--- src/rtl/jtframe_osd_pkg.sv ---
// Shared types and constants for the OSD status receiver: FSM encoding,
// default command bytes and datapath widths.
package jtframe_osd_pkg;

  localparam int STATUS_W = 32;
  localparam int CNT_W    = 3;

  localparam logic [7:0] CMD_ST32_DEF = 8'h1E;
  localparam logic [7:0] CMD_ST8_DEF  = 8'h15;

  typedef enum logic [1:0] {
    ST_IDLE = 2'd0,
    ST_CMD  = 2'd1,
    ST_DATA = 2'd2,
    ST_SKIP = 2'd3
  } rx_state_e;

  // Number of payload bytes a well-formed frame must carry.
  function automatic logic [CNT_W-1:0] exp_count(input logic is32);
    if (is32) begin
      return 3'd4;
    end else begin
      return 3'd1;
    end
  endfunction

endpackage

--- src/rtl/jtframe_status_pulse.sv ---
// Self-clearing status bits: after each commit, bits in PULSE_MASK stay
// visible for PULSE_LEN cycles and are then cleared.
module jtframe_status_pulse
  import jtframe_osd_pkg::*;
#(
  parameter logic [STATUS_W-1:0] INIT       = 32'h0,
  parameter logic [STATUS_W-1:0] PULSE_MASK = 32'h1,
  parameter int                  PULSE_LEN  = 16
) (
  input  logic                clk,
  input  logic                rst_n,
  input  logic                commit,
  input  logic [STATUS_W-1:0] value,
  output logic [STATUS_W-1:0] status
);

  localparam logic [15:0] LEN16 = 16'(PULSE_LEN);

  logic [15:0]         cnt_q, cnt_d;
  logic [STATUS_W-1:0] out_q, out_d;

  // Reload on commit; mask is applied on the 1 -> 0 counter transition.
  always_comb begin
    cnt_d = cnt_q;
    out_d = out_q;
    if (commit) begin
      cnt_d = LEN16;
      out_d = value;
    end else if (cnt_q != 16'd0) begin
      cnt_d = cnt_q - 16'd1;
      if (cnt_q == 16'd1) begin
        out_d = out_q & ~PULSE_MASK;
      end else begin
        out_d = out_q;
      end
    end else begin
      cnt_d = 16'd0;
    end
  end

  // Counter and displayed status registers.
  always_ff @(posedge clk or negedge rst_n) begin
    if (!rst_n) begin
      cnt_q <= 16'd0;
      out_q <= INIT;
    end else begin
      cnt_q <= cnt_d;
      out_q <= out_d;
    end
  end

  assign status = out_q;

endmodule

--- src/rtl/jtframe_status_rx.sv ---
// Assembles the 32-bit OSD status word from controller command frames and
// commits it atomically on frame end. Optional self-clear: JTFRAME_STATUS_PULSE_EN.
module jtframe_status_rx
  import jtframe_osd_pkg::*;
#(
  parameter logic [STATUS_W-1:0] INIT     = 32'h0,
  parameter logic [7:0]          CMD_ST32 = CMD_ST32_DEF,
  parameter logic [7:0]          CMD_ST8  = CMD_ST8_DEF
`ifdef JTFRAME_STATUS_PULSE_EN
  , parameter logic [STATUS_W-1:0] PULSE_MASK = 32'h1,
  parameter int                  PULSE_LEN  = 16
`endif
) (
  input  logic                clk,
  input  logic                rst_n,
  input  logic                frame_start,
  input  logic                frame_end,
  input  logic [7:0]          byte_in,
  input  logic                byte_valid,
  output logic [STATUS_W-1:0] status,
  output logic                status_upd,
  output logic                busy,
  output logic                err
);

  rx_state_e           state_q, state_d, cmd_state_s;
  logic [CNT_W-1:0]    cnt_q, cnt_d;
  logic                is32_q, is32_d, cmd_is32_s;
  logic [STATUS_W-1:0] shadow_q, shadow_d;
  logic [STATUS_W-1:0] status_q, status_d;
  logic                upd_q, upd_d;
  logic                busy_q, busy_d;
  logic                err_q, err_d;
  logic                commit_s;

  // Command byte decode, shared by the frame_start+byte and CMD-state paths.
  always_comb begin
    cmd_is32_s = (byte_in == CMD_ST32);
    if (byte_in == CMD_ST32 || byte_in == CMD_ST8) begin
      cmd_state_s = ST_DATA;
    end else begin
      cmd_state_s = ST_SKIP;
    end
  end

  // Frame FSM: byte handling happens before the frame_end commit check.
  always_comb begin
    state_d  = state_q;
    cnt_d    = cnt_q;
    is32_d   = is32_q;
    shadow_d = shadow_q;
    status_d = status_q;
    busy_d   = busy_q;
    err_d    = err_q;
    commit_s = 1'b0;
    if (frame_start) begin
      err_d    = err_q | busy_q;
      busy_d   = 1'b1;
      shadow_d = '0;
      cnt_d    = '0;
      if (byte_valid) begin
        state_d = cmd_state_s;
        is32_d  = cmd_is32_s;
      end else begin
        state_d = ST_CMD;
      end
    end else if (state_q != ST_IDLE) begin
      if (byte_valid) begin
        case (state_q)
          ST_CMD: begin
            state_d = cmd_state_s;
            is32_d  = cmd_is32_s;
          end
          ST_DATA: begin
            if (cnt_q < exp_count(is32_q)) begin
              shadow_d[{cnt_q[1:0], 3'b000} +: 8] = byte_in;
              cnt_d = cnt_q + 3'd1;
            end else begin
              cnt_d = cnt_q;
            end
          end
          default: state_d = state_q;
        endcase
      end else begin
        state_d = state_q;
      end
      if (frame_end) begin
        if (state_d == ST_DATA) begin
          if (cnt_d == exp_count(is32_d)) begin
            commit_s = 1'b1;
            status_d = is32_d ? shadow_d : {status_q[STATUS_W-1:8], shadow_d[7:0]};
          end else begin
            err_d = 1'b1;
          end
        end else begin
          err_d = err_q;
        end
        state_d = ST_IDLE;
        busy_d  = 1'b0;
      end else begin
        busy_d = busy_q;
      end
    end else begin
      state_d = ST_IDLE;
    end
    upd_d = commit_s;
  end

  // State, shadow and committed-status registers.
  always_ff @(posedge clk or negedge rst_n) begin
    if (!rst_n) begin
      state_q  <= ST_IDLE;
      cnt_q    <= '0;
      is32_q   <= 1'b0;
      shadow_q <= '0;
      status_q <= INIT;
      upd_q    <= 1'b0;
      busy_q   <= 1'b0;
      err_q    <= 1'b0;
    end else begin
      state_q  <= state_d;
      cnt_q    <= cnt_d;
      is32_q   <= is32_d;
      shadow_q <= shadow_d;
      status_q <= status_d;
      upd_q    <= upd_d;
      busy_q   <= busy_d;
      err_q    <= err_d;
    end
  end

`ifdef JTFRAME_STATUS_PULSE_EN
  jtframe_status_pulse #(
    .INIT       (INIT),
    .PULSE_MASK (PULSE_MASK),
    .PULSE_LEN  (PULSE_LEN)
  ) u_pulse (
    .clk    (clk),
    .rst_n  (rst_n),
    .commit (commit_s),
    .value  (status_d),
    .status (status)
  );
`else
  assign status = status_q;
`endif

  assign status_upd = upd_q;
  assign busy       = busy_q;
  assign err        = err_q;

endmodule

--- config.mk ---
export PLATFORM = sky130hd
export DESIGN_NAME = jtframe_status_rx
export DESIGN_NICKNAME = d
export VERILOG_FILES = /design/src/rtl/jtframe_osd_pkg.sv /design/src/rtl/jtframe_status_pulse.sv /design/src/rtl/jtframe_status_rx.sv
export SDC_FILE = /design/constraint.sdc
export NUM_CORES = 1
export LEC_CHECK = 0
export BUFFER_PORTS_ARGS = -buffer_cell sky130_fd_sc_hd__buf_2
export CAP_MARGIN = 20
export CORE_ASPECT_RATIO = 0.75
export CORE_MARGIN = 3
export CORE_UTILIZATION = 52
export CTS_CLUSTER_SIZE = 10
export DETAILED_ROUTE_END_ITERATION = 10
export PLACE_DENSITY = 0.78
export SLEW_MARGIN = 15
export SYNTH_ARGS = -nofsm -noshare
export SYNTH_HDL_FRONTEND = slang
export SYNTH_SLANG_ARGS = --single-unit
--- constraint.sdc ---
create_clock -name clk -period 2.4 [get_ports clk]
set_input_delay 0.6 -clock clk [delete_from_list [all_inputs] [get_ports clk]]
set_output_delay 0.6 -clock clk [all_outputs]
set_load 0.1 [all_outputs]
==> results.cfg, run 1 <==
[synthesis]
ys_seq_area_share_pct = 50.5
async_reset_ff_share_pct = 100
synth.distinct_cells = 48
synth_flop_cell = dfrtp_1
synth-edff-count = 0
syn_avg_cell_area_um2 = 10.8
synth_cells = 335
yosysWarnings = 0
synth.ff_latch_count = 73
synth_nets = 355
synth.cell_area_um2 = 3620

[pwr]
clkPwrFrac_pct = 45.0
ir_worst_vdd_v = 0.000318
p_int_mw = 2.01
pwr-share-comb_pct = 8.4
total_power_mw = 2.68
sw_frac_of_total_pct = 25.1
power_switching_uw = 672
power_density_nw_per_um2 = 624
p_seq_share_pct = 46.6
p_leak_nw = 2.10

[critical_path]
crit_path_max_incr_delay_ns = 0.46
critical_path_buf_inv_count = 0
r2r-start = cnt_q[2]$_DFFE_PN0P_
crit_start = cnt_q[2]$_DFFE_PN0P_
path_class = reg -> reg
end_kind = register
crit_fanout = 9
cp-start-kind = register
cpLargestDelayFamily = multiplexers
cp_slowest_cell = dfrtp_1
cp_data_arrival_time_ns = 2.51
worstPathRequired_ns = 2.64
path_cells = ha_4 -> o21ai_0 -> a21oi_1 -> a32oi_1 -> mux2_4 -> nand3b_4 -> mux2_1

[sta]
holdWs_ns = 0.248
setup_violations = 0
slew-limit-headroom_pct = 36.2
rsz0062_at_grt = no
post-route-min-period_ns = 2.27
post-route-period-util_pct = 94.8
skew_ns = 0.0110
setup_slack_ns = 0.126
maxSlewViolCount = 0
hold_viol_final = 0
worst_pin_slew_ns = 0.955
max_freq_mhz = 440

[clocking]
cts_tree = done
clockBufferDepth = 2
cts-root-buf = clkbuf_8
worstSkewPairLatency_ns = 0.36
cts_buffers = 9
cts.sinks = 73
clk_pin_slew_ns = 0.08
cts.htree.levels = 3
post_cts_buffers = 0

[floorplan]
die_area_um2 = 8010
die_w_um = 102
std_cell_rows = 25
die_y_um = 78.2
initial_core_util_pct = 55.6
core_um2 = 6510
ios = 48

[layout]
fillCellCount = 517
syn_to_final_growth_pct = 18.8
drive_above_1_share_pct = 27.3
fin_util_pct = 66.1
layout.nets = 415
antenna_cells = 0
stdcell_area_um2 = 4300

[routing]
viasPerCell = 6.14
dr.pass1.iters = 6
vias = 2953
wl_per_cell_um = 18.4
detail_route.wirelength_um = 8850
drt_iter0_markers = 230
drc = 0
drtAntennaViolNets = 0

[placement]
io_buffers = 47
placed_cell_area_um2 = 4040
place_ws_ns = -0.0206
gp_congestion = 0.979
place_hpwl_um = 6040

[grt]
grt_pass1_wl_um = 14600
grt_max_degree = 74
grt_pass1_vias = 2785
grtUsageTotal_pct = 23.6
antenna_found_initial = 0
overflow = 0

[flow_run]
max_cap_viol_count = 0

[hold_path]
hold_path.class = in -> async

[status]
status = complete, no violations
[cells by family (layout without fill, tap and decap cells)]
logic type / count (synthesis) / count (layout) / synth area share, %
and+or+nand+nor: 123 / 123 / 20.7
AOI/OAI and AO/OA: 88 / 88 / 17.3
DFF: 73 / 73 / 50.5
buffers and inverters: 31 / 96 / 4.74
muxes: 11 / 11 / 3.84
adders and majority gates: 7 / 7 / 2.42
xor gates and xnor gates: 2 / 2 / 0.484
[cell type report]
type                       instances  area, um^2  area share [%]
tap                               81         101            2.36
sequential                        73        1830            42.5
multi-input combinational        231        1630            38.0
clock buffer                       9         124            2.88
clock inverter                     7         126            2.94
inverter                           9        33.8           0.786
timing repair buffer              71         453            10.5
[sequential cells by signal (all words and copies together), names as in the netlist]
signal	cells
busy	1
cnt_q	3
err	1
is32_q	1
shadow_q	32
state_q	2
status	32
status_upd	1
[through the flow]
stage,instances,TNS [ns]
after floorplan,335,0
after global placement,465,-0.988
after detailed placement,465,-0.0206
after CTS,481,0
after global routing,481,0
final,481,0
[cell usage in the layout, fill, tap and decap left out, types with 2 or more instances in the layout]
| cell | instances |
|---|---|
| ha_1 | 6 |
| a21oi_1 | 8 |
| buf_2 | 47 |
| mux2_2 | 3 |
| nand2b_1 | 2 |
| buf_12 | 3 |
| nand4_1 | 24 |
| nand2_1 | 43 |
| a22o_1 | 32 |
| nor2_1 | 27 |
| nor3b_1 | 4 |
| a31oi_1 | 25 |
| nor3b_4 | 4 |
| o21ai_0 | 12 |
| o21ai_1 | 2 |
| dfrtp_1 | 72 |
| bufinv_16 | 3 |
| and4bb_1 | 2 |
| nand2_4 | 4 |
| mux2_1 | 6 |
| inv_1 | 9 |
| clkbuf_8 | 9 |
| buf_4 | 21 |
| nor3_1 | 2 |
[power by group through the flow]
stage	logic (mW)	registers, mW	clock network (mW)
6_report	0.225	1.25	1.21
3_3_place_gp	0.216	1.27	0
5_1_grt	0.242	1.25	1.28
4_1_cts	0.223	1.25	1.23
3_5_place_dp	0.223	1.27	0
2_1_floorplan	0.104	1.30	0
[final timing paths]
check | endpoint | cells past startpoint | slack (ns)
setup / recovery | status[3]$_DFFE_PN0P_ | 7 | 0.13
hold / removal | status[12]$_DFFE_PN0P_ | 2 | 0.25
setup reg to reg | status[3]$_DFFE_PN0P_ | 7 | 0.13
hold reg to reg | err$_DFFE_PN0P_ | 2 | 0.48
max in group asynchronous | state_q[1]$_DFF_PN0_ | 2 | 1.84
min in group clk | state_q[1]$_DFF_PN0_ | 2 | 0.46
[per-layer routing]
metal,global-route usage [%],part of all wire (%),vias to the layer above
met4,5.50,1.8,0
met3,9.15,11,22
li1,-,-,1354
met5,0,0,-
met1,34.8,45,1410
met2,32.8,43,167
[synthesized netlist by cell type (2+ instances only)]
cell type   n  share of area [%]
dfrtp_1    73                 50
nand2_1    43                4.5
a22o_1     32                7.7
nor2_1     27                2.8
a31oi_1    25                4.3
nand4_1    24                4.1
o21ai_0    12                1.7
inv_1       9               0.93
a21oi_1     8                1.1
buf_4       8                1.7
buf_2       7               0.97
ha_1        7                2.4
mux2_1      6                1.9
clkbuf_1    4               0.41
nand2_4     4                1.2
nor3b_1     4               0.83
nor3b_4     4                2.1
mux2_2      3               0.93
and4bb_1    2               0.69
buf_6       2               0.62
nand2b_1    2               0.35
nor3_1      2               0.28
o21ai_1     2               0.28
[repair_timing]
action,4_1_cts,5_1_grt
gates resized for setup,0,3
hold buffers,0,0
setup endpoints to repair,0,21
No activity file was read; power rests on OpenSTA's default activity.
==> run 2, diff against run 1 <==
CORE_UTILIZATION = 45   (was 52)
PLACE_DENSITY = 0.69   (was 0.78)
SYNTH_HIERARCHICAL = 1   (was default)
==> results.cfg, run 2 <==
[status]
status = complete, no violations

[floorplan]
die_w_um = 110
die_area_um2 = 9160
ios = 48
std_cell_rows = 27
initial_core_util_pct = 47.8
die_y_um = 83.7
core_um2 = 7570

[synthesis]
yosys.area_share.simple_pct = 20.7
synth.distinct_cells = 48
post_synth_fa_ha_maj_area_fraction_pct = 2.42
ys_seq_area_share_pct = 50.5
synth_cells = 335
synth_nets = 355
synth.most_common_cell = dfrtp_1
synth.ff_latch_count = 73
synth_top_family_by_area = simple AND/OR/NAND/NOR gates
synth.cell_area_um2 = 3620
synth_compound_area_share_pct = 17.3
synth_top_area_cell = dfrtp_1
synth-xor-area-share_pct = 0.484
yosys.area.top_type_share_pct = 50.5
yosysWarnings = 6
synth_top_cells_by_count = dfrtp_1, nand2_1, a22o_1
syn_avg_cell_area_um2 = 10.8
synth_flop_cell = dfrtp_1
synthMuxAreaShare_pct = 3.84
async_reset_ff_share_pct = 100
synth.area.top_cells = dfrtp_1, a22o_1, nand2_1
synth-edff-count = 0

[critical_path]
reg2reg_to = status[0]$_DFFE_PN0P_
path_class = reg -> reg
cp-start-kind = register
worstPathRequired_ns = 2.64
endpoint = status[0]$_DFFE_PN0P_
crit_start = cnt_q[2]$_DFFE_PN0P_
r2r-start = cnt_q[2]$_DFFE_PN0P_
end_kind = register
reg2reg_slack_ns = 0.14
crit_fanout = 9
worst_r2r_path_depth = 7
cp_data_arrival_time_ns = 2.50

[pwr]
p_leak_nw = 2.06
ir_worst_vdd_v = 0.000321
power_density_nw_per_um2 = 592

[sta]
setup_slack_ns = 0.135
post-route-period-util_pct = 94.4
worst_pin_slew_ns = 0.887
finalSetupTns_ns = 0
setup_violations = 0
maxSlewViolCount = 0
post-route-min-period_ns = 2.26
rsz0062_at_grt = no
skew_ns = 0.0109
hold_viol_final = 0
slew-limit-headroom_pct = 40.8
max_freq_mhz = 442
holdWs_ns = 0.272

[routing]
drt_iter0_markers = 225
vias = 2837
viasPerCell = 5.71
detail_route.wirelength_um = 8550
wl_per_cell_um = 17.2
drc = 0
drtAntennaViolNets = 0
dr.pass1.iters = 4

[layout]
layout_common_cells = dfrtp_1, buf_2, nand2_1
layout.nets = 411
fin_util_pct = 56.4
syn_to_final_growth_pct = 18.0
final_common_cell = dfrtp_1
drive_above_1_share_pct = 26.8
fillCellCount = 685
antenna_cells = 0

[grt]
grt_pass1_vias = 2760
grt_max_degree = 74
antenna_found_initial = 0
grtUsageTotal_pct = 20.0
overflow = 0
grt_pass1_wl_um = 14300

[placement]
gp_congestion = 0.817
place_ws_ns = -0.0138
io_buffers = 47
place_hpwl_um = 5830

[clocking]
cts_buffers = 9
clk_pin_slew_ns = 0.08
cts_tree = done
cts.htree.levels = 3
cts.sinks = 73
clockBufferDepth = 2
cts-root-buf = clkbuf_8
worstSkewPairLatency_ns = 0.35

[flow_run]
max_cap_viol_count = 0

[hold_path]
hold_path.class = in -> async
-- run 2: cell types whose count changed in the layout (fill, tap and decap cells not counted), sizes merged --
cell / delta
bufinv: -1
clkinvlp: +1
clkinv: +1
clkbuf: +1
inv: -2
buf: -4
-- run 2: where the power goes --
part	switching [mW]	internal, mW	total [mW]	leakage, nW
sequential	0.0118	1.24	1.25	1.00
combinational	0.151	0.0658	0.217	0.953
clock	0.470	0.589	1.06	0.103
total	0.632	1.89	2.53	2.06
-- run 2: how the worst min path moves through the flow --
stage               startpoint                      to  slack, ns  cells past startpoint
6_report                 rst_n   status[8]$_DFFE_PN0P_       0.27                      2
5_1_grt                  rst_n  status[11]$_DFFE_PN0P_       0.28                      2
4_1_cts                  rst_n  status[11]$_DFFE_PN0P_       0.28                      2
3_5_place_dp   err$_DFFE_PN0P_         err$_DFFE_PN0P_       0.48                      2
3_3_place_gp   err$_DFFE_PN0P_         err$_DFFE_PN0P_       0.46                      2
2_1_floorplan            rst_n        busy$_DFFE_PN0P_       0.30                      0
-- run 2: stage by stage --
step,std cells,power (mW),cell area [um^2]
4_1_cts,497,2.55,4260
5_1_grt,497,2.63,4270
2_1_floorplan,335,1.40,3620
6_report,497,2.53,4270
3_5_place_dp,481,1.49,4030
3_3_place_gp,481,1.49,4030
-- run 2: cells by family (layout without fill, tap and decap cells) --
| group | Yosys count | after routing |
|---|---|---|
| and+or+nand+nor | 123 | 123 |
| AOI/OAI and AO/OA | 88 | 88 |
| DFF | 73 | 73 |
| buffers and inverters | 31 | 92 |
| muxes | 11 | 11 |
| adders and majority gates | 7 | 7 |
| xor gates and xnor gates | 2 | 2 |
-- run 2: routing by layer --
metal | vias up | global-route usage (%) | share of wire [%]
met3 | 12 | 4.49 | 6.7
li1 | 1349 | - | -
met4 | 0 | 7.25 | 1.3
met2 | 96 | 28.1 | 45
met1 | 1380 | 30.0 | 47
met5 | - | 0 | 0
-- run 2: final cells by class --
class | instances | area [um^2] | share of cell area, %
sequential | 73 | 1830 | 42.8
multi-input combinational | 231 | 1640 | 38.3
timing repair buffer | 67 | 423 | 9.91
clock buffer | 10 | 128 | 2.99
tap | 101 | 126 | 2.96
clock inverter | 6 | 92.6 | 2.17
inverter | 9 | 33.8 | 0.791
-- run 2: worst max-delay path, cell delays in order (launching register included) --
cell,delay [ns]
dfrtp_2,0.45
ha_4,0.31
o21ai_0,0.16
a21oi_2,0.21
a32oi_1,0.13
mux2_4,0.31
nand3b_4,0.22
mux2_1,0.35
-- run 2: repair_timing --
action	in CTS	in global routing
buffers inserted	0	0
pin swaps	0	1
gates resized for setup	1	3
hold buffers	0	0
setup endpoints to repair	5	20
==> run 3, diff against run 2 <==
ABC_AREA = 1   (was default)
SETUP_SLACK_MARGIN = 0.15   (was default)
==> results.cfg, run 3 <==
[grt]
grt_pass1_vias = 3075
antenna_found_initial = 0
grt_pass1_wl_um = 15600
overflow = 0
grtUsageTotal_pct = 20.6
grt_max_degree = 74

[layout]
syn_to_final_growth_pct = 23.3
layout_common_cells = nand2_1, inv_1, dfrtp_1
layout.nets = 579
final_common_cell = nand2_1
fin_util_pct = 58.3
stdcell_area_um2 = 4720
drive_above_1_share_pct = 21.4
fillCellCount = 734
antenna_cells = 0

[clocking]
cts_tree = done
worstSkewPairLatency_ns = 0.33
cts-root-buf = clkbuf_16
clockBufferDepth = 2
cts.htree.levels = 3
clk_pin_slew_ns = 0.06
cts_hold_buf = 0
cts_buffers = 9
cts.sinks = 73

[routing]
drc = 0
wl_per_cell_um = 15.3
viasPerCell = 5.17
vias = 3446
drt_iter0_markers = 350
drtAntennaViolNets = 0
dr.pass1.iters = 4
detail_route.wirelength_um = 10200

[sta]
rsz0062_at_grt = no
max_freq_mhz = 461
maxSlewViolCount = 0
hold_viol_final = 0
worst_pin_slew_ns = 0.488
setup_violations = 0
finalSetupTns_ns = 0
skew_ns = 0.00723
slew-limit-headroom_pct = 67.7
setup_slack_ns = 0.233
post-route-min-period_ns = 2.17
post-route-period-util_pct = 90.3

[synthesis]
async_reset_ff_share_pct = 100
synth_nets = 516
synth.area.top_cells = dfrtp_1, nand2_1, inv_1
ys_seq_area_share_pct = 47.7
synth.distinct_cells = 28
yosysWarnings = 6
syn_avg_cell_area_um2 = 7.72
synth.cell_area_um2 = 3830
synth_top_area_cell = dfrtp_1
synth_top_cells_by_count = nand2_1, inv_1, dfrtp_1
yosys.area.top_type_share_pct = 47.7
synth_cells = 496
synth_flop_cell = dfrtp_1
synth.ff_latch_count = 73
synth-edff-count = 0
synth.most_common_cell = nand2_1

[hold_path]
hold_path.class = in -> async

[pwr]
sw_frac_of_total_pct = 27.7
p_int_mw = 2.14
p_leak_nw = 2.37
pwr-share-comb_pct = 15.8
p_seq_share_pct = 42.8
power_switching_uw = 817
clkPwrFrac_pct = 41.4
power_density_nw_per_um2 = 626
ir_worst_vdd_v = 0.000498

[critical_path]
cp-start-kind = register
end_kind = register
crit_fanout = 9
cp_data_arrival_time_ns = 2.44
path_class = reg -> reg
worstPathRequired_ns = 2.67

[floorplan]
std_cell_rows = 28
die_y_um = 85.9
die_w_um = 113
ios = 48
die_area_um2 = 9660
initial_core_util_pct = 47.3
core_um2 = 8090

[placement]
place_ws_ns = 0.139
gp_congestion = 0.879
place_hpwl_um = 5930
placed_cell_area_um2 = 4160
io_buffers = 47

[status]
status = complete, no violations

[flow_run]
max_cap_viol_count = 0
==> run 3: path summary, 6_finish.rpt <==
check	slack, ns	from	cells after the start	endpoint
worst max-delay path	0.23	cnt_q[0]$_DFFE_PN0P_	10	status[28]$_DFFE_PN0P_
worst min-delay path	0.29	rst_n	2	shadow_q[4]$_DFFE_PN0P_
worst max register to register	0.23	cnt_q[0]$_DFFE_PN0P_	10	status[28]$_DFFE_PN0P_
worst min register to register	0.46	status[16]$_DFFE_PN0P_	2	status[16]$_DFFE_PN0P_
max in group asynchronous	1.78	rst_n	2	status[15]$_DFFE_PN0P_
min in group clk	0.46	status[16]$_DFFE_PN0P_	2	status[16]$_DFFE_PN0P_
==> run 3: layout make-up <==
class | instances | area, um^2 | area share, %
clock buffers | 14 | 264 | 5.59
multi-input cells | 318 | 1690 | 35.9
repair buffers | 68 | 460 | 9.75
well taps | 105 | 131 | 2.78
inverters | 89 | 343 | 7.26
flip-flops and latches | 73 | 1830 | 38.7
==> run 3: power groups by stage <==
stage	clock network [mW]	logic [mW]	registers, mW
2_1_floorplan	0	0.192	1.33
5_1_grt	1.31	0.500	1.27
3_3_place_gp	0	0.335	1.28
6_report	1.22	0.467	1.26
3_5_place_dp	0	0.344	1.28
4_1_cts	1.25	0.373	1.26
==> run 3: critical path, stage by stage (launching register included) <==
cell	delay, ns
dfrtp_2	0.49
inv_1	0.09
ha_1	0.42
inv_1	0.15
nand3_2	0.11
nand2_2	0.12
nand2_4	0.09
nor2_8	0.26
clkbuf_16	0.21
nand4_1	0.08
nand2_1	0.08
==> run 3: cells by family after synthesis <==
logic type	count (synthesis)	share of synthesized area, %
compound gates	43	6.18
fa+ha+maj	7	2.29
buf+inv	108	11.8
flops	73	47.7
simple gates	265	32.0
==> run 3: metal layers <==
| metal | GRT usage [%] | part of all wire, % | vias up |
|---|---|---|---|
| li1 | - | - | 1682 |
| met1 | 30.8 | 49 | 1645 |
| met2 | 29.8 | 44 | 113 |
| met3 | 5.36 | 5.9 | 6 |
| met4 | 5.24 | 0.71 | 0 |
| met5 | 0 | 0 | - |
==> run 3: per-stage QoR <==
step,instances,hold slack (ns),power (mW)
after CTS,655,0.319,2.88
after floorplan,496,0.304,1.53
final,667,0.290,2.95
after global placement,637,0.448,1.62
after detailed placement,637,0.449,1.63
after global routing,667,0.330,3.08
==> run 3: repair_timing <==
item / in CTS / in global routing
setup endpoints to repair: 32 / 39
cloned: 2 / 4
resized for setup: 4 / 23
pin swaps: 2 / 17
buffers inserted: 2 / 8
hold endpoints to repair: 0 / 0
